--- config.mk ---
export PLATFORM = sky130hd
export DESIGN_NAME = pwm_config_shadow_flat
export DESIGN_NICKNAME = d
export VERILOG_FILES = /design/src/rtl/pwm_config_shadow_if.sv /design/src/rtl/pwm_config_shadow.sv /design/src/flat_wrapper.sv
export SDC_FILE = /design/constraint.sdc
export NUM_CORES = 1
export LEC_CHECK = 0
export BUFFER_PORTS_ARGS = -buffer_cell sky130_fd_sc_hd__buf_2
export CAP_MARGIN = 20
export CORE_ASPECT_RATIO = 0.6
export CORE_UTILIZATION = 40
export DETAILED_ROUTE_END_ITERATION = 16
export RECOVER_POWER = 50
export SYNTH_ARGS = -nofsm -noshare
export SYNTH_HDL_FRONTEND = slang
export SYNTH_SLANG_ARGS = --single-unit
--- constraint.sdc ---
create_clock -name clk -period 2.61 [get_ports clk]
set_clock_uncertainty 0.1 [all_clocks]
set_input_delay 0.1305 -clock clk [delete_from_list [all_inputs] [get_ports clk]]
set_output_delay 0.1305 -clock clk [all_outputs]
set_load 0.01 [all_outputs]
--- src/rtl/pwm_config_shadow_if.sv ---
// rtl/pwm_config_shadow_if.sv - register-side handshake bundle for pwm_config_shadow
// Signals:
//   cfg_in       packed configuration word from the config-register stage
//   cfg_wr       1-cycle strobe, capture cfg_in into the pending register
//   tout_clr     clears the sticky timeout flag
//   upd_pending  high while a written word waits for its apply point
//   upd_done     1-cycle pulse in the cycle the active word changes
//   upd_timeout  sticky, last apply was forced by the timeout
// Modports: master = register/bus side, slave = pwm_config_shadow.
interface pwm_config_shadow_if #(
   parameter int CFG_WIDTH = 16
);
   logic [CFG_WIDTH-1:0] cfg_in;
   logic                 cfg_wr;
   logic                 tout_clr;
   logic                 upd_pending;
   logic                 upd_done;
   logic                 upd_timeout;

   modport master (
      output cfg_in, cfg_wr, tout_clr,
      input  upd_pending, upd_done, upd_timeout
   );

   modport slave (
      input  cfg_in, cfg_wr, tout_clr,
      output upd_pending, upd_done, upd_timeout
   );
endinterface

--- src/rtl/pwm_config_shadow.sv ---
// rtl/pwm_config_shadow.sv - shadowed PWM config word, applied only at a safe carrier boundary
// Ports:
//   clk, rst             clock, asynchronous active-high reset
//   bus (slave)          cfg_in/cfg_wr/tout_clr in, upd_pending/upd_done/upd_timeout out
//   i_carrier_zero       1-cycle pulse, carrier counter at 0
//   i_carrier_max        1-cycle pulse, carrier counter at period
//   o_cfg_active         active configuration word
//   o_count_mode .. o_logic_b  decoded bits [0]..[7] of the active word
module pwm_config_shadow #(
   parameter int                   CFG_WIDTH   = 16,
   parameter logic [CFG_WIDTH-1:0] RESET_CFG   = '0,
   parameter int                   UPDATE_AT   = 0,
   parameter int                   TIMEOUT_CYC = 65535
) (
   input  logic                 clk,
   input  logic                 rst,
   pwm_config_shadow_if.slave   bus,
   input  logic                 i_carrier_zero,
   input  logic                 i_carrier_max,
   output logic [CFG_WIDTH-1:0] o_cfg_active,
   output logic                 o_count_mode,
   output logic                 o_mask_mode,
   output logic                 o_dtclkdiv_onoff,
   output logic                 o_pwmclkdiv_onoff,
   output logic                 o_int_onoff,
   output logic                 o_pwm_onoff,
   output logic                 o_logic_a,
   output logic                 o_logic_b
);

   // A zero timeout still needs a 1-bit counter so the declarations stay legal.
   localparam int              TW        = (TIMEOUT_CYC < 1) ? 1 : $clog2(TIMEOUT_CYC + 1);
   localparam bit              TOUT_EN   = (TIMEOUT_CYC != 0);
   localparam logic [TW-1:0]   TOUT_LAST = TW'(TIMEOUT_CYC - 1);

   typedef enum logic {
      ST_IDLE    = 1'b0,
      ST_PENDING = 1'b1
   } state_t;

   state_t               r_state;
   state_t               w_state_nxt;
   logic [CFG_WIDTH-1:0] r_pending;
   logic [CFG_WIDTH-1:0] r_active;
   logic [TW-1:0]        r_tout_cnt;
   logic                 r_upd_done;
   logic                 r_upd_timeout;

   logic                 w_boundary;
   logic                 w_stopped;
   logic                 w_forced;
   logic                 w_apply;
   logic                 w_set_tout;

   always_comb begin
      case (UPDATE_AT)
         0:       w_boundary = i_carrier_zero;
         1:       w_boundary = i_carrier_max;
         2:       w_boundary = i_carrier_zero | i_carrier_max;
         default: w_boundary = 1'b0;
      endcase
   end

   // With the PWM output off there is no period to protect, so apply at once.
   assign w_stopped = ~r_active[5];

   always_comb begin
      w_state_nxt = r_state;
      w_forced    = 1'b0;
      w_apply     = 1'b0;
      case (r_state)
         ST_IDLE: begin
            if (bus.cfg_wr) begin
               w_state_nxt = ST_PENDING;
            end
         end
         ST_PENDING: begin
            w_forced = TOUT_EN && (r_tout_cnt == TOUT_LAST);
            w_apply  = w_boundary | w_stopped | w_forced;
            // A write landing on the apply cycle becomes the next pending word.
            if (w_apply && !bus.cfg_wr) begin
               w_state_nxt = ST_IDLE;
            end
         end
         default: w_state_nxt = ST_IDLE;
      endcase
   end

   // Only flag a timeout when nothing else would have applied this cycle.
   assign w_set_tout = w_apply & w_forced & ~w_boundary & ~w_stopped;

   always_ff @(posedge clk or posedge rst) begin
      if (rst) begin
         r_state       <= ST_IDLE;
         r_pending     <= RESET_CFG;
         r_active      <= RESET_CFG;
         r_tout_cnt    <= '0;
         r_upd_done    <= 1'b0;
         r_upd_timeout <= 1'b0;
      end else begin
         r_state    <= w_state_nxt;
         r_upd_done <= w_apply;
         if (bus.cfg_wr) begin
            r_pending <= bus.cfg_in;
         end
         if (w_apply) begin
            r_active <= r_pending;
         end
         // Overwrites keep counting so a steady stream of writes cannot starve the apply.
         if (r_state != ST_PENDING || w_apply) begin
            r_tout_cnt <= '0;
         end else if (r_tout_cnt != {TW{1'b1}}) begin
            r_tout_cnt <= r_tout_cnt + 1'b1;
         end
         if (w_set_tout) begin
            r_upd_timeout <= 1'b1;
         end else if (bus.tout_clr) begin
            r_upd_timeout <= 1'b0;
         end
      end
   end

   assign bus.upd_pending = (r_state == ST_PENDING);
   assign bus.upd_done    = r_upd_done;
   assign bus.upd_timeout = r_upd_timeout;

   assign o_cfg_active      = r_active;
   assign o_count_mode      = r_active[0];
   assign o_mask_mode       = r_active[1];
   assign o_dtclkdiv_onoff  = r_active[2];
   assign o_pwmclkdiv_onoff = r_active[3];
   assign o_int_onoff       = r_active[4];
   assign o_pwm_onoff       = r_active[5];
   assign o_logic_a         = r_active[6];
   assign o_logic_b         = r_active[7];

endmodule

--- src/flat_wrapper.sv ---
// flat-port wrapper written by rule: the top's interface ports become plain ports
module pwm_config_shadow_flat 
#(
   parameter int                   CFG_WIDTH   = 16,
   parameter logic [CFG_WIDTH-1:0] RESET_CFG   = '0,
   parameter int                   UPDATE_AT   = 0,
   parameter int                   TIMEOUT_CYC = 65535
)
  (clk, rst, i_carrier_zero, i_carrier_max, o_cfg_active, o_count_mode, o_mask_mode, o_dtclkdiv_onoff, o_pwmclkdiv_onoff, o_int_onoff, o_pwm_onoff, o_logic_a, o_logic_b, bus_cfg_in, bus_cfg_wr, bus_tout_clr, bus_upd_pending, bus_upd_done, bus_upd_timeout);
  pwm_config_shadow_if #(.CFG_WIDTH(CFG_WIDTH)) bus_i ();
  input  logic clk;
  input  logic rst;
  input  logic i_carrier_zero;
  input  logic i_carrier_max;
  output logic [CFG_WIDTH-1:0] o_cfg_active;
  output logic o_count_mode;
  output logic o_mask_mode;
  output logic o_dtclkdiv_onoff;
  output logic o_pwmclkdiv_onoff;
  output logic o_int_onoff;
  output logic o_pwm_onoff;
  output logic o_logic_a;
  output logic o_logic_b;
  input wire logic [$bits(bus_i.cfg_in)-1:0] bus_cfg_in;
  input wire logic [$bits(bus_i.cfg_wr)-1:0] bus_cfg_wr;
  input wire logic [$bits(bus_i.tout_clr)-1:0] bus_tout_clr;
  output wire logic [$bits(bus_i.upd_pending)-1:0] bus_upd_pending;
  output wire logic [$bits(bus_i.upd_done)-1:0] bus_upd_done;
  output wire logic [$bits(bus_i.upd_timeout)-1:0] bus_upd_timeout;
  assign bus_i.cfg_in = bus_cfg_in;
  assign bus_i.cfg_wr = bus_cfg_wr;
  assign bus_i.tout_clr = bus_tout_clr;
  assign bus_upd_pending = bus_i.upd_pending;
  assign bus_upd_done = bus_i.upd_done;
  assign bus_upd_timeout = bus_i.upd_timeout;
  pwm_config_shadow #(.CFG_WIDTH(CFG_WIDTH), .RESET_CFG(RESET_CFG), .UPDATE_AT(UPDATE_AT), .TIMEOUT_CYC(TIMEOUT_CYC)) u_core (.clk(clk), .rst(rst), .bus(bus_i), .i_carrier_zero(i_carrier_zero), .i_carrier_max(i_carrier_max), .o_cfg_active(o_cfg_active), .o_count_mode(o_count_mode), .o_mask_mode(o_mask_mode), .o_dtclkdiv_onoff(o_dtclkdiv_onoff), .o_pwmclkdiv_onoff(o_pwmclkdiv_onoff), .o_int_onoff(o_int_onoff), .o_pwm_onoff(o_pwm_onoff), .o_logic_a(o_logic_a), .o_logic_b(o_logic_b));
endmodule
==> results of run 1 <==
## routing by layer
metal	wire (microns)	track usage [%]	vias to the layer above	part of all wire (%)
met1	2680	26.3	836	55
li1	-	-	829	-
met4	9	3.06	0	0.18
met2	1930	21.7	57	40
met5	0	0	-	0
met3	269	4.59	2	5.5
## cells by family after synthesis
logic type | count (synthesis) | synth area share, %
fa+ha+maj | 2 | 1.04
xor+xnor | 1 | 0.365
compound gates | 28 | 8.18
flops | 51 | 53.1
mux | 36 | 18.0
simple gates | 57 | 13.5
buf+inv | 25 | 5.78
## power breakdown
part / total (uW) / internal, uW / switching, uW
registers: 943 / 882 / 61.2
logic: 341 / 176 / 164
clock network: 443 / 188 / 255
total: 1730 / 1250 / 480
## layout by cell type, fill, tap and decap left out, types with 5 or more instances in the layout
cell           synthesis  layout
clkbuf_1               4      28
nand3_1                9       9
mux2i_1                5       5
buf_2                  3      20
dlygate4sd3_1          0      18
mux2_2                22      22
inv_1                  7       7
nand2_1               10      10
nand4_1                7       7
clkbuf_8               0       5
a21oi_1               11      11
mux2_4                 9       9
dfrtp_1               51      51
nor2_1                 8       8
## state kept, by name, indices dropped and copies added, names as in the netlist
signal / count
u_core.bus.upd_done: 1
u_core.bus.upd_timeout: 1
u_core.r_pending: 16
u_core.bus.upd_pending: 1
u_core.r_tout_cnt: 16
u_core.o_cfg_active: 16
## area by class of cell
class / instances / area [sq um] / area share [%]
Sequential cell: 51 / 1280 / 44.2
Multi-Input combinational cell: 124 / 987 / 34.2
Timing Repair Buffer: 69 / 412 / 14.3
Clock buffer: 6 / 72.6 / 2.51
Inverter: 7 / 26.3 / 0.910
Tap cell: 80 / 100 / 3.47
Clock inverter: 2 / 12.5 / 0.433
## stage by stage
stage	power, uW	hold WS (ns)	instance area, sq um	worst slack (ns)
after global placement	1300	0.0779	2660	0.478
after global routing	1830	0.160	2890	0.369
after detailed placement	1310	0.0789	2660	0.446
final	1730	0.111	2890	0.460
after CTS	1770	0.103	2920	0.435
after floorplan	1200	0.138	2400	0.713
## worst register-to-register path, delay by kind of cell (launching register included)
| kind | cells | cell delay, ns |
|---|---|---|
| multiplexers | 1 | 0.32 |
| adder cells (fa/ha/maj) | 1 | 0.20 |
| AO/OA/AOI/OAI | 1 | 0.28 |
| AND/OR/NAND/NOR | 2 | 0.40 |
| buffers and inverters | 2 | 0.36 |
| flip-flops | 1 | 0.39 |
## how the worst min path moves through the flow
stage               depth (start not counted)      startpoint                endpoint
floorplan                                   1    bus_tout_clr  u_core.bus.upd_timeout
global placement                            2             rst    u_core.r_tout_cnt[3]
detailed placement                          2             rst    u_core.r_tout_cnt[2]
CTS                                         4  i_carrier_zero  u_core.o_cfg_active[5]
global route                                4  i_carrier_zero  u_core.o_cfg_active[5]
finish                                      4  i_carrier_zero  u_core.o_cfg_active[5]
## what timing repair did
| action | CTS | global route |
|---|---|---|
| setup buffers | 0 | 0 |
| resized for setup | 0 | 0 |
| endpoints found under the hold margin | 39 | 0 |
| hold buffers | 18 | 0 |
==> run metrics, run 1 <==
Hold WC Path Type in2reg; Post-synth EDFFs 0; Post-route DRC 0; Data arrival, critical path 2.24 ns; min cycle time layout 2.15 ns; Post-Syn Instances 200; share of the synthesized area in the top cell type 53.1%; CP bufs+invs 2; Critical path destination u_core.o_cfg_active[6]; # H-tree levels 2; die height 62.0 microns; final worst path period share 82.4%; Clock Sinks 51; largest area contributor in the netlist dfrtp_1; Port Buffers 47; Crit path depth 7; CP Launch Point u_core.r_tout_cnt[0]; mean post-synth cell area 12.0 sq um; worst r2r src u_core.r_tout_cnt[0]; crit-path cells inv_1, ha_1, and3_1, and4_4, o21ai_4, buf_4, mux2_4; clock latency on the worst-skew pair 0.30 ns; most common cell in the synthesized netlist dfrtp_1; startpoint class of the critical path flip-flop; Slew HR 42.3%; largest net degree at the start of global routing 25; P per Cell Area 598 mW/mm^2; Rows 21; GPL Wtd Cong 0.869; number of hold violations in the final report 0; CP max FO 9; vias in the first global route 1511; outcome complete, no violations; CTS tree done; Die Area 0.00633 sq mm; area grow syn2layout 20.2%; Die X 102 microns; via count 1724; Synth Net Count 224; max-slew violations 0; Final ANT Viol Nets 0; Root Driver clkbuf_8; R2R cell count 7; final setup fails 0; Setup TNS 0 ns; Mapped Area 0.00240 sq mm; # IOs 49; Top delay family on crit path simple AND/OR/NAND/NOR gates; Post-synth ARST share 100%; top post-synthesis cells by count 51 x dfrtp_1, 22 x mux2_2, 11 x a21oi_1, 10 x nand2_1; CP Capture Type flip-flop; layout cells sized above 1 26.3%; total CTS buffers 5; Core Region 0.00568 sq mm; Ys Warns 0; vias per inst 5.09; CP max stage cell dfrtp_1; GRT overflow 0; Netlist cell types 41; r2r endpoint u_core.o_cfg_active[6]; Finished Layout Cells 339; # fillers 539; layout net count 282; Cells after DPL 313; first-pass GRT wire length 7770 microns; Detailed Route WL 4890 microns; synth top area cells dfrtp_1 53%, mux2_2 10%, mux2_4 5.6%; clk slew on worst S/H paths 0.09 ns; worst-margin pin slew 0.864 ns; leakage power 0.00119 uW; Pre-antenna DRT Iters 6; Synth Flop Type dfrtp_1; Synth Register Bits 51; Avg WL per Cell 14.4 microns; 1st-iter DRT viols 86; reg-to-reg slack, setup 0.46 ns; Max VDD drop 0.340 mV; post-DP HPWL 3440 microns; Crit path largest cell delay 0.39 ns; Layout Utilization 50.9%; diode count 0; CP Data Required Time 2.70 ns; unrepaired setup endpoints after global routing no; Bufs on Longest Clock Path 2; Max Clk Rate 465 MHz; Setup CP Type reg2reg; Initial Util 42.3%; maxcap violations 0; post-synthesis sequential area ratio 53.1%; initial antenna violation count 0; gr usage total 16.5%
(Power assumes the default switching activity.)
==> run 2, diff against run 1 <==
==> constraint.sdc (replaced) <==
create_clock -name clk -period 1.8 [get_ports clk]
set_clock_uncertainty 0.1 [all_clocks]
set_input_delay 0.09 -clock clk [delete_from_list [all_inputs] [get_ports clk]]
set_output_delay 0.09 -clock clk [all_outputs]
set_load 0.01 [all_outputs]
==> run 2 against run 1 <==
The run now ends with setup timing left; sequential share of layout area fell by 5.1 points; worst hold slack got worse by 0.037 ns; via count is 6.5% higher; routed wire length up 7.7%; core utilization is 6.6 points higher; critical path depth unchanged; fmax grew 17%; power rose by 59%; final cell count is 8.3% higher; clock power grew 74%; worst setup slack worse by 0.49 ns; combinational power is 82% higher; critical endpoint unchanged; largest cell class unchanged.
==> run metrics, run 2 (synthesis gave the netlist of run 1 again) <==
outcome finished with violations; failing checks setup timing; leakage power 0.00147 uW (+23%); Slew HR 26.2% (-16 points); vias in the first global route 1640 (+8.5%); initial antenna violation count 0 (unchanged); Max Clk Rate 546 MHz (+17%); # IOs 49 (unchanged); Data arrival, critical path 1.92 ns (-0.32 ns); final worst path period share 102% (+19 points); Clk network pwr share 28.0% (+2.3 points); # H-tree levels 2 (unchanged); P_int 2050 uW (+64%); GRT overflow 0 (unchanged); number of hold violations in the final report 0 (unchanged); cell area after layout 0.00326 sq mm (+13%); area grow syn2layout 35.7%; post-DP HPWL 3380 microns (-1.6%); final setup fails 15 (+15); vias per inst 5.00 (-1.6%); Root Driver clkbuf_8; Final WS setup -0.0324 ns (-0.492 ns); Rows 21 (unchanged); total CTS buffers 5 (unchanged); clock latency on the worst-skew pair 0.29 ns (about the same); CP Data Required Time 1.88 ns (-0.82 ns); Comb pwr share 22.5% (+2.8 points); CP max FO 8 (-1); Setup CP Type reg2reg; min cycle time layout 1.83 ns (-0.318 ns); P per Cell Area 844 mW/mm^2 (+41%); Net Sw Frac 25.7% (-2.1 points); Finished Layout Cells 367 (+8.3%); highest routed metal layer met4; layout net count 311 (+10%); most frequent cells in the layout 51 x dfrtp_1, 48 x buf_2, 29 x buf_4; startpoint class of the critical path flip-flop; unrepaired setup endpoints after global routing yes; Cells after DPL 335 (+7.0%); Flop pwr share 49.5% (-5.1 points); Avg WL per Cell 14.4 microns (-0.49%); diode count 0 (unchanged); clk slew on worst S/H paths 0.09 ns (about the same); WL met1 2740 microns (+2.2%); largest net degree at the start of global routing 52 (+110%); Die X 102 microns (unchanged); Storage cell area 0.00128 sq mm (unchanged); via count 1836 (+6.5%); maxcap violations 0 (unchanged); Detailed Route WL 5270 microns (+7.7%); worst-margin pin slew 1.11 ns (+0.243 ns); placed instance area 0.00286 sq mm (+7.7%); Core Region 0.00568 sq mm (unchanged); sw power 707 uW (+47%); max-slew violations 0 (unchanged); Initial Util 42.3% (unchanged); met3 WL 308 microns (+14%); die height 62.0 microns (unchanged); CP Capture Type flip-flop; Clock Sinks 51 (unchanged); met2 routed WL 2210 microns (+14%); Port Buffers 47 (unchanged); Die Area 0.00633 sq mm (unchanged); 1st-iter DRT viols 79 (-8.1%); Final ANT Viol Nets 0 (unchanged); first-pass GRT wire length 8010 microns (+3.1%); layout cells sized above 1 46.3% (+20 points); Bufs on Longest Clock Path 2 (unchanged); Hold WC Path Type in2reg; Layout Utilization 57.5% (+6.6 points); Pre-antenna DRT Iters 4 (-2); Multi-input gate area 0.00105 sq mm (+6.2%); gr usage total 17.0% (+0.52 points); # fillers 499 (-7.4%); CTS tree done; Post-route DRC 0 (unchanged); Max VDD drop 0.551 mV (+62%); GPL Wtd Cong 0.829 (-4.6%); most common cell after layout, fill and taps aside dfrtp_1
## run 2: cell types whose count changed in the layout (fill, tap and decap cells not counted), sizes merged
cell	change
buf	+55
clkinv	-1
clkbuf	-27
bufinv	+1
## run 2: critical path, cell delays in order, from the launching register on
cell	delay [ns]
dfrtp_1	0.38
inv_2	0.05
ha_2	0.17
and3_4	0.17
and4_4	0.15
o21ai_4	0.21
clkbuf_16	0.21
mux2_4	0.29
## run 2: final timing paths
check / start / to / slack [ns] / depth (start not counted)
setup / recovery: u_core.r_tout_cnt[0] / u_core.o_cfg_active[6] / -0.03 / 7
hold / removal: i_carrier_zero / u_core.o_cfg_active[5] / 0.07 / 4
setup reg to reg: u_core.r_tout_cnt[0] / u_core.o_cfg_active[6] / -0.03 / 7
hold reg to reg: u_core.r_pending[2] / u_core.o_cfg_active[2] / 0.41 / 1
max in group asynchronous: rst / u_core.r_pending[2] / 0.32 / 4
min in group asynchronous: rst / u_core.r_tout_cnt[1] / 0.61 / 4
## run 2: power by group through the flow
| stage | combinational [uW] | clock (uW) | sequential (uW) |
|---|---|---|---|
| after floorplan | 328 | 0 | 1420 |
| after global placement | 538 | 0 | 1380 |
| after detailed placement | 544 | 0 | 1390 |
| after CTS | 634 | 784 | 1360 |
| after global routing | 684 | 826 | 1380 |
| final | 620 | 770 | 1360 |
## run 2: layout make-up
class | instances | area share (%)
multi-input combinational | 124 | 32.2
sequential | 51 | 39.1
timing repair buffer | 98 | 21.6
inverter | 7 | 0.806
clock inverter | 2 | 1.15
tap | 80 | 3.07
clock buffer | 5 | 2.11
## run 2: metrics by stage
stage	total power (uW)	hold slack [ns]	setup TNS [ns]	setup slack, ns
2_1_floorplan	1750	0.0973	-0.589	-0.0655
3_3_place_gp	1920	0.0552	-0.174	-0.0513
3_5_place_dp	1930	0.0554	-0.650	-0.0773
4_1_cts	2780	0.0691	-0.304	-0.0392
5_1_grt	2900	0.0806	-1.24	-0.110
6_report	2750	0.0737	-0.279	-0.0324
## run 2: layer usage
| layer | global-route usage, % | up-vias |
|---|---|---|
| met4 | 2.65 | 0 |
| met1 | 25.8 | 889 |
| met2 | 23.6 | 60 |
| li1 | - | 885 |
| met5 | 0 | - |
| met3 | 5.59 | 2 |
## run 2: timing repair
item                       4_1_cts  5_1_grt
setup buffers                    5        1
resized for setup                9        7
setup endpoints to repair       17       21
hold endpoints to repair        68        0
cloned                           1        0
pin swaps                        1        5
hold buffers                    18        0
==> run 3, diff against run 2 <==
--- a/config.mk
+++ b/config.mk
@@ -10,6 +10,7 @@
 export CORE_ASPECT_RATIO = 0.6
 export CORE_UTILIZATION = 40
 export DETAILED_ROUTE_END_ITERATION = 16
+export MAX_ROUTING_LAYER = met4
 export RECOVER_POWER = 50
 export SYNTH_ARGS = -nofsm -noshare
 export SYNTH_HDL_FRONTEND = slang
==> run 3 against run 2 <==
Final area is the same; sequential power barely moved; critical path type unchanged; fmax about the same; sequential cell count unchanged; count of clock-buffer cells in the layout is the same; via count fell by 0.11%; the run still ends with setup timing left; highest routed layer unchanged; clock power is essentially flat; worst hold slack is essentially flat; core utilization unchanged; routed wire length barely moved.
==> run metrics, run 3 (synthesis gave the netlist of run 1 again) <==
outcome finished with violations; failing checks setup timing; via count 1834 (-0.11%); most common cell after layout, fill and taps aside dfrtp_1; Avg WL per Cell 14.4 microns (about the same); P per Cell Area 844 mW/mm^2 (about the same); leakage power 0.00147 uW (unchanged); diode count 0 (unchanged); Detailed Route WL 5270 microns (about the same); Core Region 0.00568 sq mm (unchanged); Max Clk Rate 546 MHz (about the same); Root Driver clkbuf_8; Data arrival, critical path 1.92 ns (about the same); # IOs 49 (unchanged); CP Capture Type flip-flop; 1st-iter DRT viols 79 (unchanged); CTS tree done; startpoint class of the critical path flip-flop; Setup CP Type reg2reg; Slew HR 26.2% (about the same); most frequent cells in the layout 51 x dfrtp_1, 48 x buf_2, 29 x buf_4; vias in the first global route 1638 (-0.12%); Port Buffers 47 (unchanged); layout cells sized above 1 46.3% (unchanged); Clk network pwr share 28.0% (about the same); cell area after layout 0.00326 sq mm (unchanged); Net Sw Frac 25.7% (about the same); Final ANT Viol Nets 0 (unchanged); die height 62.0 microns (unchanged); area grow syn2layout 35.7% (unchanged); Min Hold Slack 0.0736 ns (-0.0000966 ns); Flop pwr share 49.5% (about the same); # H-tree levels 2 (unchanged); P_int 2050 uW (about the same); total CTS buffers 5 (unchanged); GRT overflow 0 (unchanged); sw power 707 uW (about the same); Comb pwr share 22.5% (about the same); Rows 21 (unchanged); first-pass GRT wire length 8020 microns (+0.17%); Clock Sinks 51 (unchanged); worst-margin pin slew 1.11 ns (+0.0000741 ns); final worst path period share 102% (about the same); Die X 102 microns (unchanged); largest net degree at the start of global routing 52 (unchanged); Post-route DRC 0 (unchanged); CP max FO 8 (unchanged); Bufs on Longest Clock Path 2 (unchanged); Final WS setup -0.0325 ns (-0.0000904 ns); maxcap violations 0 (unchanged); number of hold violations in the final report 0 (unchanged); gr usage total 17.6% (+0.60 points); clk slew on worst S/H paths 0.09 ns (about the same); final setup fails 15 (unchanged); min cycle time layout 1.83 ns (+0.0000904 ns); Hold WC Path Type in2reg; Max VDD drop 0.551 mV (about the same); post-DP HPWL 3380 microns (unchanged); vias per inst 5.00 (-0.11%); layout net count 311 (unchanged); CP Data Required Time 1.88 ns (about the same); GPL Wtd Cong 0.842 (+1.5%); Initial Util 42.3% (unchanged); initial antenna violation count 0 (unchanged); Final Total Pwr 2750 uW (about the same); clock latency on the worst-skew pair 0.29 ns (about the same); Pre-antenna DRT Iters 4 (unchanged); Die Area 0.00633 sq mm (unchanged); unrepaired setup endpoints after global routing yes; max-slew violations 0 (unchanged); placed instance area 0.00286 sq mm (unchanged)
run 3: cell counts in the layout (fill, tap and decap cells not counted):
No cell type changed its count.
run 3: power by group through the flow:
stage	Clock, uW	Sequential, uW	Combinational, uW
after floorplan	0	1420	328
after global placement	0	1380	538
after detailed placement	0	1390	544
after CTS	784	1360	634
after global routing	826	1380	684
final	770	1360	620
run 3: metal layers:
metal	wire (microns)	vias up	GRT usage, %
met5	0	-	-
met4	13	0	2.65
met3	293	2	5.37
met2	2210	58	23.5
met1	2750	889	26.1
li1	-	885	-
run 3: worst paths after layout:
check	cells past startpoint	startpoint	slack, ns	end
max	7	u_core.r_tout_cnt[0]	-0.03	u_core.o_cfg_active[6]
min	4	i_carrier_zero	0.07	u_core.o_cfg_active[5]
max reg2reg	7	u_core.r_tout_cnt[0]	-0.03	u_core.o_cfg_active[6]
min reg2reg	1	u_core.r_pending[2]	0.41	u_core.o_cfg_active[2]
max in group asynchronous	4	rst	0.32	u_core.r_pending[2]
min in group asynchronous	4	rst	0.61	u_core.r_tout_cnt[1]
run 3: layout make-up:
class | count | area (sq um)
fill | 499 | 2410
sequential | 51 | 1280
multi-input combinational | 124 | 1050
timing repair buffer | 98 | 703
tap | 80 | 100
clock buffer | 5 | 68.8
clock inverter | 2 | 37.5
inverter | 7 | 26.3
run 3: what timing repair did:
item | in CTS | in global routing
setup endpoints to repair | 17 | 21
gates cloned | 1 | 0
endpoints found under the hold margin | 68 | 0
hold buffers | 18 | 0
gates resized for setup | 9 | 7
pin swaps | 1 | 5
setup buffers | 5 | 1
run 3: metrics by stage:
step	setup TNS, ns	instances	utilization [%]	setup WS (ns)
5_1_grt	-1.24	367	57.5	-0.110
2_1_floorplan	-0.589	200	-	-0.0655
3_5_place_dp	-0.650	335	50.4	-0.0773
4_1_cts	-0.304	366	57.1	-0.0392
6_report	-0.280	367	57.5	-0.0325
3_3_place_gp	-0.174	335	50.4	-0.0513
run 3: worst max-delay path: stages, from the launching register on:
cell       delay [ns]
dfrtp_1          0.38
inv_2            0.05
ha_2             0.17
and3_4           0.17
and4_4           0.15
o21ai_4          0.21
clkbuf_16        0.21
mux2_4           0.29
